`src/rtl/seg_codes_pkg.sv`:
```
// Shared seven-segment glyph codes (active-low, bit0=a .. bit6=g) and the
// glyph-kind encoding. The display driver and the scan decoder both import
// this package, so both sides agree on every glyph.
package seg_codes_pkg;

  localparam logic [6:0] SEG_0     = 7'h40;
  localparam logic [6:0] SEG_1     = 7'h79;
  localparam logic [6:0] SEG_2     = 7'h24;
  localparam logic [6:0] SEG_3     = 7'h30;
  localparam logic [6:0] SEG_4     = 7'h19;
  localparam logic [6:0] SEG_5     = 7'h12;
  localparam logic [6:0] SEG_6     = 7'h02;
  localparam logic [6:0] SEG_7     = 7'h78;
  localparam logic [6:0] SEG_8     = 7'h00;
  localparam logic [6:0] SEG_9     = 7'h10;
  localparam logic [6:0] SEG_UP    = 7'h5C;
  localparam logic [6:0] SEG_DOWN  = 7'h63;
  localparam logic [6:0] SEG_BLANK = 7'h7F;

  typedef enum logic [1:0] {
    KIND_NUM  = 2'd0,
    KIND_UP   = 2'd1,
    KIND_DOWN = 2'd2,
    KIND_UNK  = 2'd3
  } kind_e;

  typedef struct packed {
    kind_e      kind;
    logic [3:0] val;
  } glyph_t;

endpackage

```
`src/rtl/seg_glyph_decode.sv`:
```
// Combinational glyph decoder: 7-bit active-low segment pattern to
// {kind, val}. Unrecognised patterns (blank included) decode to UNK/0.
//   segs : segment lines, active-low, bit0=a .. bit6=g
//   kind : KIND_NUM / KIND_UP / KIND_DOWN / KIND_UNK
//   val  : 0-9 for numeric glyphs, 0 otherwise
module seg_glyph_decode
  import seg_codes_pkg::*;
(
  input  logic [6:0] segs,
  output logic [1:0] kind,
  output logic [3:0] val
);

  glyph_t g;

  always_comb begin
    g = '{kind: KIND_UNK, val: 4'd0};
    case (segs)
      SEG_0:    g = '{kind: KIND_NUM,  val: 4'd0};
      SEG_1:    g = '{kind: KIND_NUM,  val: 4'd1};
      SEG_2:    g = '{kind: KIND_NUM,  val: 4'd2};
      SEG_3:    g = '{kind: KIND_NUM,  val: 4'd3};
      SEG_4:    g = '{kind: KIND_NUM,  val: 4'd4};
      SEG_5:    g = '{kind: KIND_NUM,  val: 4'd5};
      SEG_6:    g = '{kind: KIND_NUM,  val: 4'd6};
      SEG_7:    g = '{kind: KIND_NUM,  val: 4'd7};
      SEG_8:    g = '{kind: KIND_NUM,  val: 4'd8};
      SEG_9:    g = '{kind: KIND_NUM,  val: 4'd9};
      SEG_UP:   g = '{kind: KIND_UP,   val: 4'd0};
      SEG_DOWN: g = '{kind: KIND_DOWN, val: 4'd0};
      default:  g = '{kind: KIND_UNK,  val: 4'd0};
    endcase
  end

  assign kind = g.kind;
  assign val  = g.val;

endmodule

```
`src/rtl/seg_scan_decoder.sv`:
```
// Receive side of the multiplexed seven-segment display. Synchronises the
// anode/segment pins, waits for each dwell to settle, decodes the glyph
// into a per-slot shadow, and publishes the whole frame atomically once
// every slot has been seen.
//   clk, rst_n  : clock, async active-low reset
//   an, segs    : active-low anode strobes / segment lines
//   digit_val   : 4 bits per slot, decoded value (0 if not numeric)
//   digit_kind  : 2 bits per slot, NUM/UP/DOWN/UNK
//   num_val     : 10*slot3 + slot2 when num_ok, else 0
//   num_ok      : slots 3 and 2 both numeric
//   dir, dir_ok : arrow direction from slots 1/0 (dir holds when !dir_ok)
//   frame_valid : one-cycle pulse on each publish
//   stale       : no frame for TIMEOUT_CYCLES cycles
// Derived fields read slots 0..3, so DIGITS must be at least 4.
module seg_scan_decoder
  import seg_codes_pkg::*;
#(
  parameter int DIGITS         = 4,
  parameter int SETTLE_CYCLES  = 4,
  parameter int TIMEOUT_CYCLES = 2**18
) (
  input  logic                  clk,
  input  logic                  rst_n,
  input  logic [DIGITS-1:0]     an,
  input  logic [6:0]            segs,
  output logic [4*DIGITS-1:0]   digit_val,
  output logic [2*DIGITS-1:0]   digit_kind,
  output logic [6:0]            num_val,
  output logic                  num_ok,
  output logic                  dir,
  output logic                  dir_ok,
  output logic                  frame_valid,
  output logic                  stale
);

  localparam int SW = (DIGITS > 1) ? $clog2(DIGITS) : 1;
  localparam int HW = (SETTLE_CYCLES > 2) ? $clog2(SETTLE_CYCLES) : 1;
  localparam int TW = $clog2(TIMEOUT_CYCLES + 1);
  localparam logic [HW-1:0] HOLD_MAX = HW'(SETTLE_CYCLES - 1);
  localparam logic [HW-1:0] HOLD_HIT = HW'(SETTLE_CYCLES - 2);
  localparam logic [TW-1:0] TMO_MAX  = TW'(TIMEOUT_CYCLES);

  // 2-flop synchronizer
  logic [DIGITS-1:0] an_s1_q, an_s2_q;
  logic [6:0]        segs_s1_q, segs_s2_q;

  // dwell tracking
  logic [DIGITS+6:0] prev_q, prev_d;
  logic [HW-1:0]     hold_q, hold_d;
  logic              sampled_q, sampled_d;

  // frame assembly
  logic [DIGITS-1:0]        seen_q, seen_d;
  logic [DIGITS-1:0][1:0]   sh_kind_q, sh_kind_d;
  logic [DIGITS-1:0][3:0]   sh_val_q, sh_val_d;

  // published outputs
  logic [DIGITS-1:0][1:0]   dkind_q, dkind_d;
  logic [DIGITS-1:0][3:0]   dval_q, dval_d;
  logic [6:0]               num_val_q, num_val_d;
  logic                     num_ok_q, num_ok_d;
  logic                     dir_q, dir_d;
  logic                     dir_ok_q, dir_ok_d;
  logic                     fv_q, fv_d;
  logic [TW-1:0]            tmo_q, tmo_d;
  logic                     stale_q, stale_d;

  logic          legal, changed, sample, done;
  logic [SW-1:0] slot;
  int            nzero;
  logic [1:0]    g_kind;
  logic [3:0]    g_val;

  seg_glyph_decode u_dec (
    .segs (segs_s2_q),
    .kind (g_kind),
    .val  (g_val)
  );

  always_ff @(posedge clk or negedge rst_n) begin
    if (!rst_n) begin
      an_s1_q   <= '0;
      an_s2_q   <= '0;
      segs_s1_q <= '0;
      segs_s2_q <= '0;
    end else begin
      an_s1_q   <= an;
      an_s2_q   <= an_s1_q;
      segs_s1_q <= segs;
      segs_s2_q <= segs_s1_q;
    end
  end

  // Legal strobe = exactly one low anode; slot is its index.
  always_comb begin
    nzero = 0;
    slot  = '0;
    for (int i = 0; i < DIGITS; i++) begin
      if (!an_s2_q[i]) begin
        nzero = nzero + 1;
        slot  = SW'(i);
      end
    end
    legal = (nzero == 1);
  end

  // hold_q counts earlier consecutive edges with the same value, so the
  // value has been seen SETTLE_CYCLES times when hold_q == SETTLE_CYCLES-2
  // and the current edge still matches.
  always_comb begin
    prev_d    = {an_s2_q, segs_s2_q};
    changed   = (prev_d != prev_q);
    sample    = legal && !changed && !sampled_q && (hold_q >= HOLD_HIT);
    hold_d    = hold_q;
    sampled_d = sampled_q;
    if (!legal || changed) hold_d = '0;
    else if (hold_q != HOLD_MAX) hold_d = hold_q + 1'b1;
    if (changed) sampled_d = 1'b0;
    else if (sample) sampled_d = 1'b1;
  end

  // Frame assembly. A sample on the publish edge lands in the new frame
  // because seen is cleared before the new bit is set.
  always_comb begin
    done      = &seen_q;
    seen_d    = done ? '0 : seen_q;
    sh_kind_d = sh_kind_q;
    sh_val_d  = sh_val_q;
    if (sample) begin
      seen_d[slot]    = 1'b1;
      sh_kind_d[slot] = g_kind;
      sh_val_d[slot]  = g_val;
    end
  end

  always_comb begin
    dkind_d   = dkind_q;
    dval_d    = dval_q;
    num_val_d = num_val_q;
    num_ok_d  = num_ok_q;
    dir_d     = dir_q;
    dir_ok_d  = dir_ok_q;
    fv_d      = done;
    if (done) begin
      dkind_d   = sh_kind_q;
      dval_d    = sh_val_q;
      num_ok_d  = (sh_kind_q[3] == KIND_NUM) && (sh_kind_q[2] == KIND_NUM);
      num_val_d = num_ok_d ? (7'(sh_val_q[3]) * 7'd10 + 7'(sh_val_q[2])) : 7'd0;
      dir_ok_d  = ((sh_kind_q[1] == KIND_UP)   && (sh_kind_q[0] == KIND_UP)) ||
                  ((sh_kind_q[1] == KIND_DOWN) && (sh_kind_q[0] == KIND_DOWN));
      if (dir_ok_d) dir_d = (sh_kind_q[0] == KIND_UP);
    end
    // stale follows the post-edge count so it clears with frame_valid
    if (done) tmo_d = '0;
    else if (tmo_q != TMO_MAX) tmo_d = tmo_q + 1'b1;
    else tmo_d = tmo_q;
    stale_d = (tmo_d >= TMO_MAX);
  end

  always_ff @(posedge clk or negedge rst_n) begin
    if (!rst_n) begin
      prev_q    <= '0;
      hold_q    <= '0;
      sampled_q <= 1'b0;
      seen_q    <= '0;
      sh_kind_q <= {DIGITS{KIND_UNK}};
      sh_val_q  <= '0;
      dkind_q   <= {DIGITS{KIND_UNK}};
      dval_q    <= '0;
      num_val_q <= '0;
      num_ok_q  <= 1'b0;
      dir_q     <= 1'b0;
      dir_ok_q  <= 1'b0;
      fv_q      <= 1'b0;
      tmo_q     <= '0;
      stale_q   <= 1'b0;
    end else begin
      prev_q    <= prev_d;
      hold_q    <= hold_d;
      sampled_q <= sampled_d;
      seen_q    <= seen_d;
      sh_kind_q <= sh_kind_d;
      sh_val_q  <= sh_val_d;
      dkind_q   <= dkind_d;
      dval_q    <= dval_d;
      num_val_q <= num_val_d;
      num_ok_q  <= num_ok_d;
      dir_q     <= dir_d;
      dir_ok_q  <= dir_ok_d;
      fv_q      <= fv_d;
      tmo_q     <= tmo_d;
      stale_q   <= stale_d;
    end
  end

  assign digit_val   = dval_q;
  assign digit_kind  = dkind_q;
  assign num_val     = num_val_q;
  assign num_ok      = num_ok_q;
  assign dir         = dir_q;
  assign dir_ok      = dir_ok_q;
  assign frame_valid = fv_q;
  assign stale       = stale_q;

endmodule

```
`config.mk`:
```
export PLATFORM = sky130hd
export DESIGN_NAME = seg_scan_decoder
export DESIGN_NICKNAME = d
export VERILOG_FILES = /design/src/rtl/seg_codes_pkg.sv /design/src/rtl/seg_glyph_decode.sv /design/src/rtl/seg_scan_decoder.sv
export SDC_FILE = /design/constraint.sdc
export NUM_CORES = 1
export LEC_CHECK = 0
export BUFFER_PORTS_ARGS = -buffer_cell sky130_fd_sc_hd__buf_2
export CAP_MARGIN = 20
export CORE_AREA = 2 2 95 97
export CTS_BUF_LIST = sky130_fd_sc_hd__clkbuf_4 sky130_fd_sc_hd__clkbuf_8
export CTS_CLUSTER_SIZE = 8
export DETAILED_ROUTE_END_ITERATION = 10
export DIE_AREA = 0 0 97 99
export GPL_ROUTABILITY_DRIVEN = 1
export PLACE_DENSITY_LB_ADDON = 0.3
export SLEW_MARGIN = 20
export SYNTH_ARGS = -nofsm -noshare
export SYNTH_HDL_FRONTEND = slang
export SYNTH_SLANG_ARGS = --single-unit
```
`constraint.sdc`:
```
create_clock -name clk -period 8.75 [get_ports clk]
set_input_delay 1.75 -clock clk [delete_from_list [all_inputs] [get_ports clk]]
set_output_delay 1.75 -clock clk [all_outputs]
set_load 0.05 [all_outputs]
```
==> impl_metrics.json, run 1 <==
{
  "status": "finished clean",
  "ys_seq_area_share_pct": 58.8,
  "cts-resized-gates": 0,
  "required_ns": 9.04,
  "fin_cells": 618,
  "route.detailed.drc": 0,
  "cap_viol_max_count": 0,
  "drv_slew": 0,
  "firstDrtPassIters": 4,
  "finalClockSkew_ns": 0.0120,
  "switching_share_pct": 21.6,
  "slew_headroom_pct": 34.5,
  "grt_max_degree": 79,
  "die_y_um": 99,
  "die_w_um": 97,
  "syn_area_um2": 5050,
  "hold_path_class": "reg -> reg",
  "cts_sinks": 118,
  "hold_path_depth": 0,
  "holdPathEnd": "segs_s2_q[3]",
  "core_area_um2": 8550,
  "worstHoldStart": "segs_s1_q[3]",
  "p_sw_mw": 0.243,
  "hold_violations": 0,
  "drtIter0Drc": 161,
  "synth.most_common_cell": "dfrtp_1",
  "antenna_found_initial": 0,
  "cp_max_fo": 7,
  "fin_hold_ws_ns": 0.341,
  "diodes": 0,
  "yosys_warnings": 0,
  "wire_per_inst_um": 14.5,
  "r2r-end": "sh_val_q[9]",
  "max_freq_mhz": 289,
  "synth_common_cells": "dfrtp_1 (102), nand2_1 (84), nor2_1 (28)",
  "worst_slew_pin_slew_ns": 0.969,
  "postCtsHoldBufs": 0,
  "area_growth_pct": 15.1,
  "portBuffers": 48,
  "clk_latency_ns": 0.42,
  "cts-root-buf": "clkbuf_8",
  "netlist_top_cells_area": "dfrtp_1 (51%), dfstp_2 (8.3%), nand2_1 (6.2%)",
  "endpoint_kind": "flop",
  "ys_seq_elements": 118,
  "p_leak_nw": 2.95,
  "cts_tree": "built",
  "synth_edf_count": 0,
  "synth-async-reset-ratio_pct": 100,
  "ios": 49,
  "drt_wl_total_mm": 8.98,
  "grt_overflow": 0,
  "grt_pass1_vias": 3239,
  "post_cts_buffers": 0,
  "clkPwrFrac_pct": 47.4,
  "p_comb_share_pct": 2.8,
  "tns_ns": 0,
  "worstSetupPathType": "reg -> reg",
  "r2r-start": "an_s2_q[1]",
  "grtUsageTotal_pct": 20.2,
  "via_per_inst": 5.44,
  "worst_ep_arrival_time_ns": 3.75,
  "regArea_um2": 2970,
  "place_congestion": 0.825,
  "synthFlopType": "dfrtp_1",
  "drive_above_1_share_pct": 25.1,
  "vias": 3360,
  "die_area_um2": 9600,
  "path_clk_slew_ns": 0.07,
  "setup_viol": 0,
  "synth.top_cell.area_share_pct": 50.5,
  "p_int_mw": 0.885,
  "htree_levels": 4,
  "rsz0062_at_grt": "no",
  "synth_area_leader_cell": "dfrtp_1",
  "multi_input_area_um2": 1940,
  "grt_pass1_wl_mm": 15.4,
  "avgSynthCellArea_um2": 11.4,
  "synth_cell_types": 48,
  "ff2ff_setup_slack_ns": 5.29,
  "dpl.hpwl_mm": 6.05,
  "ir_worst_vdd_mv": 0.172,
  "critPathLaunchType": "flop",
  "fin_nets": 525,
  "cts_buffer_depth": 2,
  "row_count": 34,
  "postRouteAntennaNets": 0,
  "cts_buffers": 17,
  "synth_fp_nets": 472,
  "pwr-share-seq_pct": 49.8,
  "synth_cells": 444,
  "powerDensity_nw_per_um2": 194,
  "initial_core_util_pct": 59.1,
  "post-route-period-util_pct": 39.5,
  "num-fill-cells": 635,
  "fin_crit_ns": 3.46,
  "r2r_cells": 9,
  "dp_cells": 586
}
-- power groups by stage --
| stage | clock, mW | sequential [mW] | combinational (mW) |
|---|---|---|---|
| floorplan | 0 | 0.567 | 0.0205 |
| global placement | 0 | 0.571 | 0.0310 |
| detailed placement | 0 | 0.572 | 0.0324 |
| CTS | 0.545 | 0.562 | 0.0326 |
| global route | 0.571 | 0.563 | 0.0366 |
| finish | 0.534 | 0.562 | 0.0317 |
-- cells in the final DEF, fill, tap and decap left out, drive strengths merged, types with 11 or more instances in the layout --
cell type	n
a21oi	13
clkbuf	19
dfrtp	102
ha	13
dfstp	16
nand2	84
o21ai	15
nor2	28
mux2	24
buf	51
xor2	22
inv	20
xnor2	11
-- worst max-delay path, stage by stage (launching register included) --
cell	delay [ns]
dfrtp_1	0.49
inv_1	0.07
ha_1	0.33
xnor2_1	0.23
ha_1	0.28
or4b_1	0.53
o22ai_2	0.24
o2111ai_4	0.23
nor3_2	0.52
mux2_2	0.41
-- registers in the layout, summed over array words and instances, names as in the netlist, 8 cells and up --
signal and cells:
tmo_q 18, digit_kind 8, digit_val 16, sh_val_q 16, sh_kind_q 8, prev_q 11
-- per-layer routing --
layer | global-route usage [%] | share of wire [%] | vias to the layer above
li1 | - | - | 1608
met1 | 26.4 | 45 | 1681
met2 | 32.7 | 51 | 65
met3 | 4.89 | 3.2 | 6
met4 | 8.23 | 0.89 | 0
met5 | 0 | 0 | -
-- kinds of logic after synthesis --
kind of cell	count (synthesis)	share of synthesized area [%]
fa+ha+maj	15	4.01
mux	26	5.74
xor+xnor	33	5.72
simple gates	163	15.6
flops	118	58.8
compound gates	53	7.28
buf+inv	36	2.85
-- metrics by stage --
stage / setup WS, ns / cell area, µm² / utilization (%) / total power [mW]
finish: 5.29 / 5820 / 68.0 / 1.13
global route: 5.07 / 5820 / 68.0 / 1.17
CTS: 5.27 / 5820 / 68.0 / 1.14
detailed placement: 5.36 / 5380 / 62.9 / 0.604
global placement: 5.46 / 5380 / 62.9 / 0.602
floorplan: 5.63 / 5050 / - / 0.587
-- worst max path at each step --
stage | from | endpoint | slack (ns) | cells after the start
finish | an_s2_q[1] | sh_val_q[9] | 5.29 | 9
detailed placement | an_s2_q[1] | sh_val_q[9] | 5.36 | 9
floorplan | an_s2_q[1] | sh_val_q[4] | 5.63 | 9
CTS | an_s2_q[1] | sh_val_q[9] | 5.27 | 9
global route | an_s2_q[1] | sh_val_q[9] | 5.07 | 9
global placement | an_s2_q[1] | sh_val_q[7] | 5.46 | 9
-- area by class of cell --
class,count,share of cell area (%)
flip-flops and latches,118,51.1
multi-input cells,290,33.3
repair buffers,51,4.56
clock buffers,19,4.39
clock inverters,13,3.10
well taps,108,2.32
inverters,19,1.23
Power figures use the tool's default switching activity.
==> run 2: changes to the inputs <==
Settings changed: CORE_AREA 2 2 95 97 to 2 2 99 101, DIE_AREA 0 0 97 99 to 0 0 101 103.
Clock period 8.75 ns to 3.1 ns, I/O delays scaled along.
==> run 2 against run 1 <==
Critical path depth increased by 1. Die area increased by 8.3%. Maximum frequency increased by 15%. Total power increased to 2.8 times the previous value. Sequential share of layout area decreased by 1.3 points. Clock power increased to 2.8 times the previous value. Worst hold slack got worse by 0.058 ns. Register-to-register slack got worse by 5.2 ns. Via count unchanged.
==> impl_metrics.json, run 2 (synthesis gave the netlist of run 1 again) <==
{
  "status": "finished clean",
  "cts_tree": "built",
  "max_freq_mhz": 331,
  "vias": 3360,
  "worstSetupPathType": "reg -> reg",
  "ios": 49,
  "area_growth_pct": 18.2,
  "dpl.hpwl_mm": 6.11,
  "setup_viol": 0,
  "postRouteAntennaNets": 0,
  "wire_per_inst_um": 14.5,
  "power_mw": 3.18,
  "endpoint_kind": "flop",
  "die_y_um": 103,
  "p_sw_mw": 0.706,
  "p_comb_share_pct": 3.5,
  "worst_slew_pin_slew_ns": 0.874,
  "ir_worst_vdd_mv": 0.345,
  "num-fill-cells": 762,
  "finalClockSkew_ns": 0.00946,
  "dp_cells": 598,
  "grt_pass1_wl_mm": 15.4,
  "cts-root-buf": "clkbuf_8",
  "via_per_inst": 5.30,
  "drtIter0Drc": 138,
  "post-route-period-util_pct": 97.4,
  "fin_crit_ns": 3.02,
  "grt_pass1_vias": 3315,
  "p_int_mw": 2.47,
  "hold_path_class": "in -> async",
  "grt_max_degree": 67,
  "cts_buffers": 17,
  "initial_core_util_pct": 53.4,
  "core_area_um2": 9460,
  "portBuffers": 48,
  "final_area_um2": 5970,
  "fin_nets": 535,
  "clk_latency_ns": 0.43,
  "rsz0062_at_grt": "yes",
  "hold_violations": 0,
  "worst_ep_arrival_time_ns": 3.37,
  "place_congestion": 0.842,
  "powerDensity_nw_per_um2": 532,
  "row_count": 36,
  "place_area_um2": 5450,
  "grt_overflow": 0,
  "htree_levels": 4,
  "cts_sinks": 118,
  "switching_share_pct": 22.2,
  "antenna_found_initial": 0,
  "utilization_pct": 63.2,
  "clkPwrFrac_pct": 46.6,
  "drv_slew": 0,
  "route.detailed.drc": 0,
  "largest_reg_flops": 18,
  "critPathLaunchType": "flop",
  "die_area_um2": 10400,
  "tns_ns": 0,
  "required_ns": 3.45,
  "slew_headroom_pct": 41.0,
  "final_cell_mix": "dfrtp_1 (100), nand2_1 (84), buf_2 (47)",
  "cts_buffer_depth": 2,
  "postCtsHoldBufs": 0,
  "pwr-share-seq_pct": 49.9,
  "cap_viol_max_count": 0,
  "firstDrtPassIters": 5,
  "path_clk_slew_ns": 0.07,
  "p_leak_nw": 3.00,
  "cp_max_fo": 7,
  "diodes": 0,
  "drt_wl_total_mm": 9.20,
  "grtUsageTotal_pct": 19.2,
  "fin_cells": 634,
  "largest-register": "tmo_q",
  "die_w_um": 101,
  "drive_above_1_share_pct": 28.5,
  "final_common_cell": "dfrtp_1"
}
[run 2: cell type report]
type	count	area, µm²	area share (%)
Sequential cell	118	2980	49.8
Multi-Input combinational cell	290	1990	33.4
Inverter	19	71.3	1.19
Tap cell	114	143	2.39
Timing Repair Buffer	61	360	6.03
Clock buffer	21	283	4.73
Clock inverter	11	149	2.49
[run 2: what timing repair did]
action / CTS / global route
setup endpoints to repair: 10 / 18
endpoints found under the hold margin: 0 / 0
pin swaps: 2 / 7
resized for setup: 1 / 17
buffers inserted: 1 / 3
[run 2: layer usage]
metal | vias to the layer above | GRT usage [%] | routed length [µm]
li1 | 1628 | - | -
met1 | 1647 | 24.8 | 4130
met2 | 77 | 30.9 | 4600
met3 | 8 | 5.42 | 373
met4 | 0 | 7.80 | 101
met5 | - | 0 | 0
[run 2: critical path: stages, from the launching register on]
cell and delay, ns:
dfrtp_2 0.42, inv_2 0.07, ha_4 0.21, xnor2_2 0.13
ha_1 0.30, or4b_4 0.50, o22ai_4 0.22, o2111ai_4 0.22
nor4b_4 0.34, buf_6 0.18, mux2_2 0.34
[run 2: power groups by stage]
stage,clock [mW],combinational [mW],sequential [mW]
3_3_place_gp,0,0.0949,1.61
4_1_cts,1.51,0.0991,1.58
3_5_place_dp,0,0.0989,1.61
2_1_floorplan,0,0.0578,1.60
6_report,1.48,0.113,1.59
5_1_grt,1.58,0.126,1.59
[run 2: path summary, 6_finish.rpt]
check,start,endpoint,slack [ns],cells after the start
max,an_s2_q[1],sh_kind_q[3],0.08,10
max in group asynchronous,rst_n,tmo_q[3],2.08,2
min reg2reg,segs_s1_q[4],segs_s2_q[4],0.35,0
min,rst_n,num_val[0],0.28,1
min in group clk,segs[3],segs_s1_q[3],0.29,1
max reg2reg,an_s2_q[1],sh_kind_q[3],0.08,10
[run 2: per-stage QoR]
step           hold slack (ns)  worst slack (ns)
2_1_floorplan            0.324            0.0292
3_3_place_gp             0.331            0.0695
3_5_place_dp             0.336           -0.0309
4_1_cts                  0.267            0.0110
5_1_grt                  0.261           -0.0125
6_report                 0.284            0.0796
